<file path="config.mk">
export PLATFORM = sky130hd
export DESIGN_NAME = mem_access_unit
export DESIGN_NICKNAME = d
export VERILOG_FILES = /design/src/rtl/mem_access_pkg.sv /design/src/rtl/mem_load_extend.sv /design/src/rtl/mem_access_unit.sv
export SDC_FILE = /design/constraint.sdc
export NUM_CORES = 1
export LEC_CHECK = 0
export CAP_MARGIN = 20
export CORE_ASPECT_RATIO = 1.1
export CORE_MARGIN = 4
export CORE_UTILIZATION = 43
export DETAILED_ROUTE_END_ITERATION = 10
export DONT_BUFFER_PORTS = 1
export PLACE_DENSITY = 0.68
export SLEW_MARGIN = 25
export SYNTH_ARGS = -nofsm -noshare
export SYNTH_HDL_FRONTEND = slang
export SYNTH_SLANG_ARGS = --single-unit
</file>
<file path="constraint.sdc">
create_clock -name clk -period 3.4 [get_ports clk]
set_input_delay 0.17 -clock clk [delete_from_list [all_inputs] [get_ports clk]]
set_output_delay 0.17 -clock clk [all_outputs]
set_load 0.01 [all_outputs]
</file>
<file path="src/rtl/mem_access_pkg.sv">
// Shared encodings and helpers for the data-memory access unit.
package mem_access_pkg;

  // Access size encodings as presented on req_size
  localparam logic [1:0] SZ_BYTE = 2'd0;
  localparam logic [1:0] SZ_HALF = 2'd1;
  localparam logic [1:0] SZ_WORD = 2'd2;

  // Sequencer states
  typedef enum logic [1:0] {
    IDLE   = 2'd0,
    ACCESS = 2'd1,
    DRAIN  = 2'd2,
    RESP   = 2'd3
  } state_t;

  // Number of memory bytes touched by an access of the given size.
  // The reserved size maps to 1 so downstream arithmetic stays in range;
  // such requests are faulted and never reach the memory.
  function automatic logic [2:0] byte_count(input logic [1:0] size);
    case (size)
      SZ_HALF: return 3'd2;
      SZ_WORD: return 3'd4;
      default: return 3'd1;
    endcase
  endfunction

endpackage

</file>
<file path="src/rtl/mem_load_extend.sv">
// Turns the right-justified, big-endian assembled load bytes into the
// final load result, applying sign or zero extension by access size.
module mem_load_extend
  import mem_access_pkg::*;
(
  input  logic [31:0] i_bytes,
  input  logic [1:0]  i_size,
  input  logic        i_signed,
  output logic [31:0] o_data
);

  logic w_ext_byte;
  logic w_ext_half;

  assign w_ext_byte = i_signed & i_bytes[7];
  assign w_ext_half = i_signed & i_bytes[15];

  // Select the live bytes for the size and fill the upper bits with the extension bit
  always_comb begin
    o_data = i_bytes;
    case (i_size)
      SZ_BYTE: o_data = {{24{w_ext_byte}}, i_bytes[7:0]};
      SZ_HALF: o_data = {{16{w_ext_half}}, i_bytes[15:0]};
      default: o_data = i_bytes;
    endcase
  end

endmodule

</file>
<file path="src/rtl/mem_access_unit.sv">
// Initiator side of the byte-wide data memory: sequences one load/store
// request into single-byte accesses (big-endian), assembles load data,
// faults misaligned/out-of-range requests and stalls the pipeline while busy.
module mem_access_unit
  import mem_access_pkg::*;
#(
  parameter int MEM_BYTES = 36,
  parameter int ADDR_W    = 6
) (
  input  logic              clk,
  input  logic              reset,
  input  logic              req_valid,
  output logic              req_ready,
  input  logic              req_write,
  input  logic [1:0]        req_size,
  input  logic              req_signed,
  input  logic [31:0]       req_addr,
  input  logic [31:0]       req_wdata,
  output logic              resp_valid,
  output logic [31:0]       resp_rdata,
  output logic              resp_fault,
  output logic              stall,
  output logic [ADDR_W-1:0] mem_addr,
  output logic [7:0]        mem_wdata,
  output logic              mem_rd,
  output logic              mem_wr,
  input  logic [7:0]        mem_rdata
);

  state_t r_state;
  state_t w_state_next;

  logic              r_write;
  logic [1:0]        r_size;
  logic              r_signed;
  logic [ADDR_W-1:0] r_addr;
  logic [31:0]       r_wdata;
  logic [2:0]        r_cnt;
  logic              r_fault;
  logic              r_rd_pending;
  logic [23:0]       r_asm;
  logic [31:0]       r_resp_rdata;

  logic        w_accept;
  logic [2:0]  w_req_n;
  logic        w_req_fault;
  logic [2:0]  w_n;
  logic        w_last;
  logic [1:0]  w_byte_sel;
  logic [31:0] w_asm_full;
  logic [31:0] w_load_value;

  // Request decode: the full 32-bit address is range-checked without wrap
  assign w_accept = req_valid && (r_state == IDLE);
  assign w_req_n  = byte_count(req_size);
  assign w_req_fault = (req_size == 2'd3)
                    || ((req_size == SZ_HALF) && req_addr[0])
                    || ((req_size == SZ_WORD) && (req_addr[1:0] != 2'b00))
                    || (({1'b0, req_addr} + 33'(w_req_n)) > 33'(MEM_BYTES));

  // Byte sequencing of the captured request
  assign w_n        = byte_count(r_size);
  assign w_last     = (r_cnt == (w_n - 3'd1));
  assign w_byte_sel = 2'(w_n - 3'd1 - r_cnt);
  assign mem_addr   = r_addr + ADDR_W'(r_cnt);

  // Byte arriving this cycle appended to the bytes already collected
  assign w_asm_full = {r_asm, mem_rdata};

  mem_load_extend u_extend (
    .i_bytes  (w_asm_full),
    .i_size   (r_size),
    .i_signed (r_signed),
    .o_data   (w_load_value)
  );

  assign resp_rdata = r_resp_rdata;

  // Store byte for the current step: most significant live byte goes first
  always_comb begin
    mem_wdata = r_wdata[7:0];
    case (w_byte_sel)
      2'd0:    mem_wdata = r_wdata[7:0];
      2'd1:    mem_wdata = r_wdata[15:8];
      2'd2:    mem_wdata = r_wdata[23:16];
      default: mem_wdata = r_wdata[31:24];
    endcase
  end

  // State register
  always_ff @(posedge clk) begin
    if (!reset) begin
      r_state <= IDLE;
    end else begin
      r_state <= w_state_next;
    end
  end

  // Next-state and handshake/strobe outputs; strobes drop while reset is
  // held so an abandoned access writes nothing further
  always_comb begin
    w_state_next = r_state;
    req_ready    = 1'b0;
    stall        = 1'b1;
    mem_rd       = 1'b0;
    mem_wr       = 1'b0;
    resp_valid   = 1'b0;
    resp_fault   = 1'b0;
    case (r_state)
      IDLE: begin
        req_ready = 1'b1;
        stall     = 1'b0;
        if (w_accept) begin
          w_state_next = w_req_fault ? RESP : ACCESS;
        end
      end
      ACCESS: begin
        mem_rd = !r_write && reset;
        mem_wr = r_write && reset;
        if (w_last) begin
          w_state_next = r_write ? RESP : DRAIN;
        end
      end
      DRAIN: begin
        w_state_next = RESP;
      end
      default: begin
        resp_valid   = 1'b1;
        resp_fault   = r_fault;
        w_state_next = IDLE;
      end
    endcase
  end

  // Request capture, byte counter, load assembly and response data
  always_ff @(posedge clk) begin
    if (!reset) begin
      r_write      <= 1'b0;
      r_size       <= SZ_BYTE;
      r_signed     <= 1'b0;
      r_addr       <= '0;
      r_wdata      <= '0;
      r_cnt        <= '0;
      r_fault      <= 1'b0;
      r_rd_pending <= 1'b0;
      r_asm        <= '0;
      r_resp_rdata <= '0;
    end else begin
      r_rd_pending <= mem_rd;
      if (w_accept) begin
        r_write  <= req_write;
        r_size   <= req_size;
        r_signed <= req_signed;
        r_addr   <= req_addr[ADDR_W-1:0];
        r_wdata  <= req_wdata;
        r_cnt    <= '0;
        r_fault  <= w_req_fault;
        if (w_req_fault) begin
          r_resp_rdata <= '0;
        end
      end
      if (r_rd_pending) begin
        r_asm <= w_asm_full[23:0];
      end else if (w_accept) begin
        r_asm <= '0;
      end
      if (r_state == ACCESS) begin
        if (!w_last) begin
          r_cnt <= r_cnt + 3'd1;
        end else if (r_write) begin
          r_resp_rdata <= '0;
        end
      end
      if (r_state == DRAIN) begin
        r_resp_rdata <= w_load_value;
      end
    end
  end

endmodule

</file>
Word-level counts from Yosys, hierarchy flattened:

Index checks and enable logic that the tools add are counted.

* bitwise logic cells: 2
* $lt $le $gt $ge: 1
* add/subtract/negate cells: 5
* equal/unequal tests: 12
* reductions and logical operators: 16
* multiplexer cells: 26

Operators by type and width (count)
* two-way mux 32 bit: 6
* one-hot mux 32 bit (2 select lines): 1
* two-way mux 24 bit: 2
* adder 32 x 3 -> 33 bit: 1
* greater-than comparator 33 x 6 -> 1 bit, second input constant: 1
* one-hot mux 8 bit (3 select lines): 1
* one-hot mux 3 bit (2 select lines): 2
* equality test 2 bit, second input constant: 5
* two-way mux 3 bit: 3
* equality test 2 x 1 -> 1 bit, second input constant: 4
* two-way mux 1 bit: 7
* adder 6 x 3 -> 6 bit: 1
* zero test 2 bit: 3
* two-way mux 2 bit: 3
* one-hot mux 2 bit (3 select lines): 1
* logical AND 1 bit: 5
* inequality test 2 bit, second input constant: 2
* nonzero test 2 bit: 2
* adder 3 x 1 -> 3 bit, second input constant: 1
* equality test 3 bit: 1
* logical OR 1 bit: 3
* OR reduction 3 bit: 1
* subtractor 3 x 1 -> 3 bit, second input constant: 1
* bitwise AND 1 bit: 2
* other kinds (3): 3

* input port bits: 79
* output and inout port bits: 52
* bits in registers: 105
* word-level logic and storage cells: 73

Logic depth before layout (Yosys ltp):

* depth in word-level cells: 11
* depth in mapped cells: 13
* mapped depth without buffers: 12

Modules after synthesis:

A second synthesis with hierarchy kept.

* cells, all modules: 696
* area total of the unflattened synthesis: 5799.3 um^2

By module, submodules not included
* mem_access_unit: instances 1, area each 5413.9 um^2, sequential area each 2102.0 um^2, cells each 630
* mem_load_extend: instances 1, area each 385.4 um^2, sequential area each 0.0 um^2, cells each 66

Worst setup path after synthesis:

No wires, ideal clock.

* kind: input to register
* start: input req_size[0]
* end: register r_resp_rdata[2], in the netlist resp_rdata[2]
* path slack: 358 ps
* required time: 3341 ps
* setup time: 59 ps
* stages: 13
* path buffers: 1
* arrival time: 2983 ps
* cells stage by stage: inv_1 ha_1 ha_1 fa_1 a21o_1 a41o_2 a21oi_1 o2111ai_1 a2111oi_1 nand4_2 a21oi_4 buf_6 a22o_1

* cells in the longest elaborated chain, start to end: 11
* elaborated cells on any way between the ends: 17
* those cells by class: 1 x add/sub; 1 x order compare; 3 x eq/ne; 7 x mux; 5 x reduce/logical

RTL lines
* start, declared: line mem_access_unit.sv:15 `input logic [1:0] req_size,`
* equality test 2 bit / equality test 2 x 1 -> 1 bit (equally long branches): line mem_access_pkg.sv:21, mem_access_unit.sv:58, mem_access_unit.sv:57
* one-hot mux 3 bit (2 select lines) / logical AND 1 bit (equally long branches): line mem_access_pkg.sv:21, mem_access_unit.sv:57
* adder 32 x 3 -> 33 bit / logical OR 1 bit (equally long branches): line mem_access_unit.sv:59, mem_access_unit.sv:57
* greater-than comparator 33 x 6 -> 1 bit / logical OR 1 bit (equally long branches): line mem_access_unit.sv:59, mem_access_unit.sv:58
* logical OR 1 bit (*): line mem_access_unit.sv:59 `|| (({1'b0, req_addr} + 33'(w_req_n)) > 33'(MEM_BYTES));`
* two-way mux 32 bit (*): line mem_access_unit.sv:158 `if (w_req_fault) begin`
* two-way mux 32 bit (*): line mem_access_unit.sv:150 `if (w_accept) begin`
* two-way mux 32 bit: line mem_access_unit.sv:170 `end else if (r_write) begin`
* two-way mux 32 bit: line mem_access_unit.sv:168 `if (!w_last) begin`
* two-way mux 32 bit (*): line mem_access_unit.sv:167 `if (r_state == ACCESS) begin`
* two-way mux 32 bit (*): line mem_access_unit.sv:174 `if (r_state == DRAIN) begin`
* end signal, assigned: line mem_access_unit.sv:175 `r_resp_rdata <= w_load_value;`
* end, declared: line mem_access_unit.sv:42 `logic [31:0] r_resp_rdata;`

Mark *: on every way between the ends. The rest lies on a longest branch, timed or not.
A chain may end at the register's enable or synchronous reset.

Worst setup path after layout:

* start: input req_size[0]
* end: register r_resp_rdata[19], in the netlist resp_rdata[19]

Same word-level chain as after synthesis.

==> results.cfg <==
[worst_hold_path]
worstHoldPathType = input port to flop

[synthesis]
ys_seq_area_frac = 0.3823
ys_warn_count = 0
synth_area_leaders = dfxtp_1, nand2_1, a21boi_0, ha_1, and2_1
synth_cell_types = 68
synthXorXnorAreaFrac = 0.01912
synth_area_per_cell_um2 = 8.617
ys_ff_latch = 105
synth_most_common_cell = nand2_1
synth_edf_count = 0
synth_top_area_share = 0.3823
synth_adder_area_share = 0.05280
syn-cell-area_mm2 = 0.005498
synth_mux_area_frac = 0.04028
syn_nets = 739
synthCells = 638
synth-async-reset-ratio = 0
ys_top_cells_by_count = nand2_1, dfxtp_1, a21boi_0, a21oi_1, o21ai_0
yosys.area.top_type = dfxtp_1
synth_compound_area_frac = 0.2360
yosys.area_share.simple = 0.2274
yosys_most_used_dff = dfxtp_1
synth_top_family_by_area = compound AO/OA/AOI/OAI gates

[clock_network]
holdBufCountCts = 50
cts_root_buf = clkbuf_16
cts_resized = 0
postCtsSetupBuffers = 0
htreeDepth = 3
clk_latency_ps = 340
cts_tree = built
numCtsBuffers = 9
cts_sinks = 105
clkTransAtPathRegs_ps = 70
clk_path_buf_depth = 2

[grt]
grt_pass1_wl_um = 23220
antenna_found_initial = 0
grt_max_degree = 74
grt_pass1_vias = 4603
grt_use_total = 0.1950
globalRouteOverflowTotal = 0

[setup_path]
max_stage_delay_ps = 470
required_ps = 3660
critPathMostFrequentCell = ha_1
end_kind = flop
path_class = input port to flop
arrival_ps = 3240
cp_cell_sequence = inv_1 > ha_1 > ha_1 > fa_1 > a21o_1 > a41o_2 > a21oi_1 > o2111ai_1 > a2111oi_1 > nand4_2 > a21oi_4 > buf_12 > o2bb2ai_1
startpoint_type = input port
critPathMaxFanout = 32
cp_slowest_cell = fa_1

[outcome]
status = finished, final reports clean

[power]
p_leak_nw = 2.321
power_density_mw_per_mm2 = 561.1
ir_drop_uv = 474.1
finalPower_mw = 3.594

[routing]
first_pass_iters = 4
num_vias = 4687
drc = 0
wl_per_cell_um = 17.08
via_per_inst = 5.661
ant_nets = 0
first_iter_violations = 264
wirelength_um = 14140

[floorplanning]
fp.dieW_um = 115.8
rows = 43
die-height_um = 126.6
ios = 131
core_area_mm2 = 0.01259
die_area_mm2 = 0.01466
initial_core_util = 0.4367

[placed_design]
pre_cts_ws_ps = 136.7
hpwl_um = 9697
portBuffers = 0
place.gp.congestion = 0.8766

[finish]
antenna_cells = 0
fin_nets = 767
drive_above_1_share = 0.08197
syn2layout_area_growth_pct = 16.52

[timing]
hold_viol_final = 0
fmax_mhz = 335.1
finClkSkew_ps = 9.489
slew_headroom = 0.2806
fin_ws_ps = 415.9
setup_violations = 0
rsz0062_at_grt = no
period_needed_ps = 2984
whs_ps = 9.922
setup_tns_ps = 0
worst_pin_slew_ps = 1075
slew_violations = 0
period_share = 0.8777

[flow_run]
drv_cap = 0
## power by group
part	leakage, nW	internal (mW)	switching, mW
Sequential	0.853	1.37	0.112
Combinational	1.32	0.371	0.624
Clock	0.150	0.651	0.463
Total	2.32	2.40	1.20
## flip-flops by register name (all words and copies together), names as in the netlist
register / cells
r_addr: 6
r_cnt: 3
r_signed: 1
r_state: 2
resp_rdata: 32
r_wdata: 32
r_write: 1
r_asm: 24
r_size: 2
r_rd_pending: 1
r_fault: 1
## cell families after synthesis
| group | Yosys count |
|---|---|
| AND/OR/NAND/NOR | 257 |
| AO/OA/AOI/OAI | 179 |
| flip-flops | 105 |
| buffers and inverters | 51 |
| adder cells (fa/ha/maj) | 22 |
| XOR/XNOR | 12 |
| multiplexers | 12 |
## cell type report
type / instances / area (µm²)
Fill cell: 1169 / 6183
Multi-Input combinational cell: 482 / 3167
Sequential cell: 105 / 2102
Timing Repair Buffer: 54 / 560.5
Clock buffer: 9 / 225.2
Tap cell: 157 / 196.4
Clock inverter: 7 / 102.6
Inverter: 14 / 52.55
## path summary, 6_finish.rpt
| path | start | endpoint | slack (ps) | cells after the start |
|---|---|---|---|---|
| worst max-delay path | req_size[0] | resp_rdata[19] | 420 | 13 |
| worst min-delay path | req_wdata[15] | r_wdata[15] | 10 | 2 |
| worst max register to register | r_state[0] | r_cnt[0] | 1240 | 7 |
| worst min register to register | r_wdata[20] | r_wdata[20] | 460 | 2 |
## through the flow
step | cell area, µm² | instances | utilization
after CTS | 6406 | 828 | 0.5088
after floorplan | 5498 | 638 | -
after detailed placement | 5560 | 762 | 0.4417
after global placement | 5560 | 762 | 0.4417
final | 6406 | 828 | 0.5088
after global routing | 6406 | 828 | 0.5088
## critical path: cells and delay by family
kind,cells,cell delay [ps]
AOI/OAI and AO/OA,7,1630
and+or+nand+nor,1,230
adders and majority gates,3,970
buffers and inverters,2,220
## per-layer routing
layer,wire length [µm],share of wire,GRT usage
met5,0,0,0
met2,7194,0.51,0.3336
met4,288,0.020,0.05597
met1,5934,0.42,0.2401
met3,726,0.051,0.05105
## cell usage in the layout (no fill, tap or decap), types with 8 or more instances in the layout
master         count
a21boi_0          44
a21oi_1           34
and2_1            32
and3_1            11
clkbuf_16          9
dfxtp_1          105
dlygate4sd3_1     49
ha_1              20
inv_1             14
mux4_2             8
nand2_1          144
nand3_1           10
nor2_1            15
o21ai_0           34
o2bb2ai_1         21
xnor2_1            9
Power figures use the tool's default switching activity.
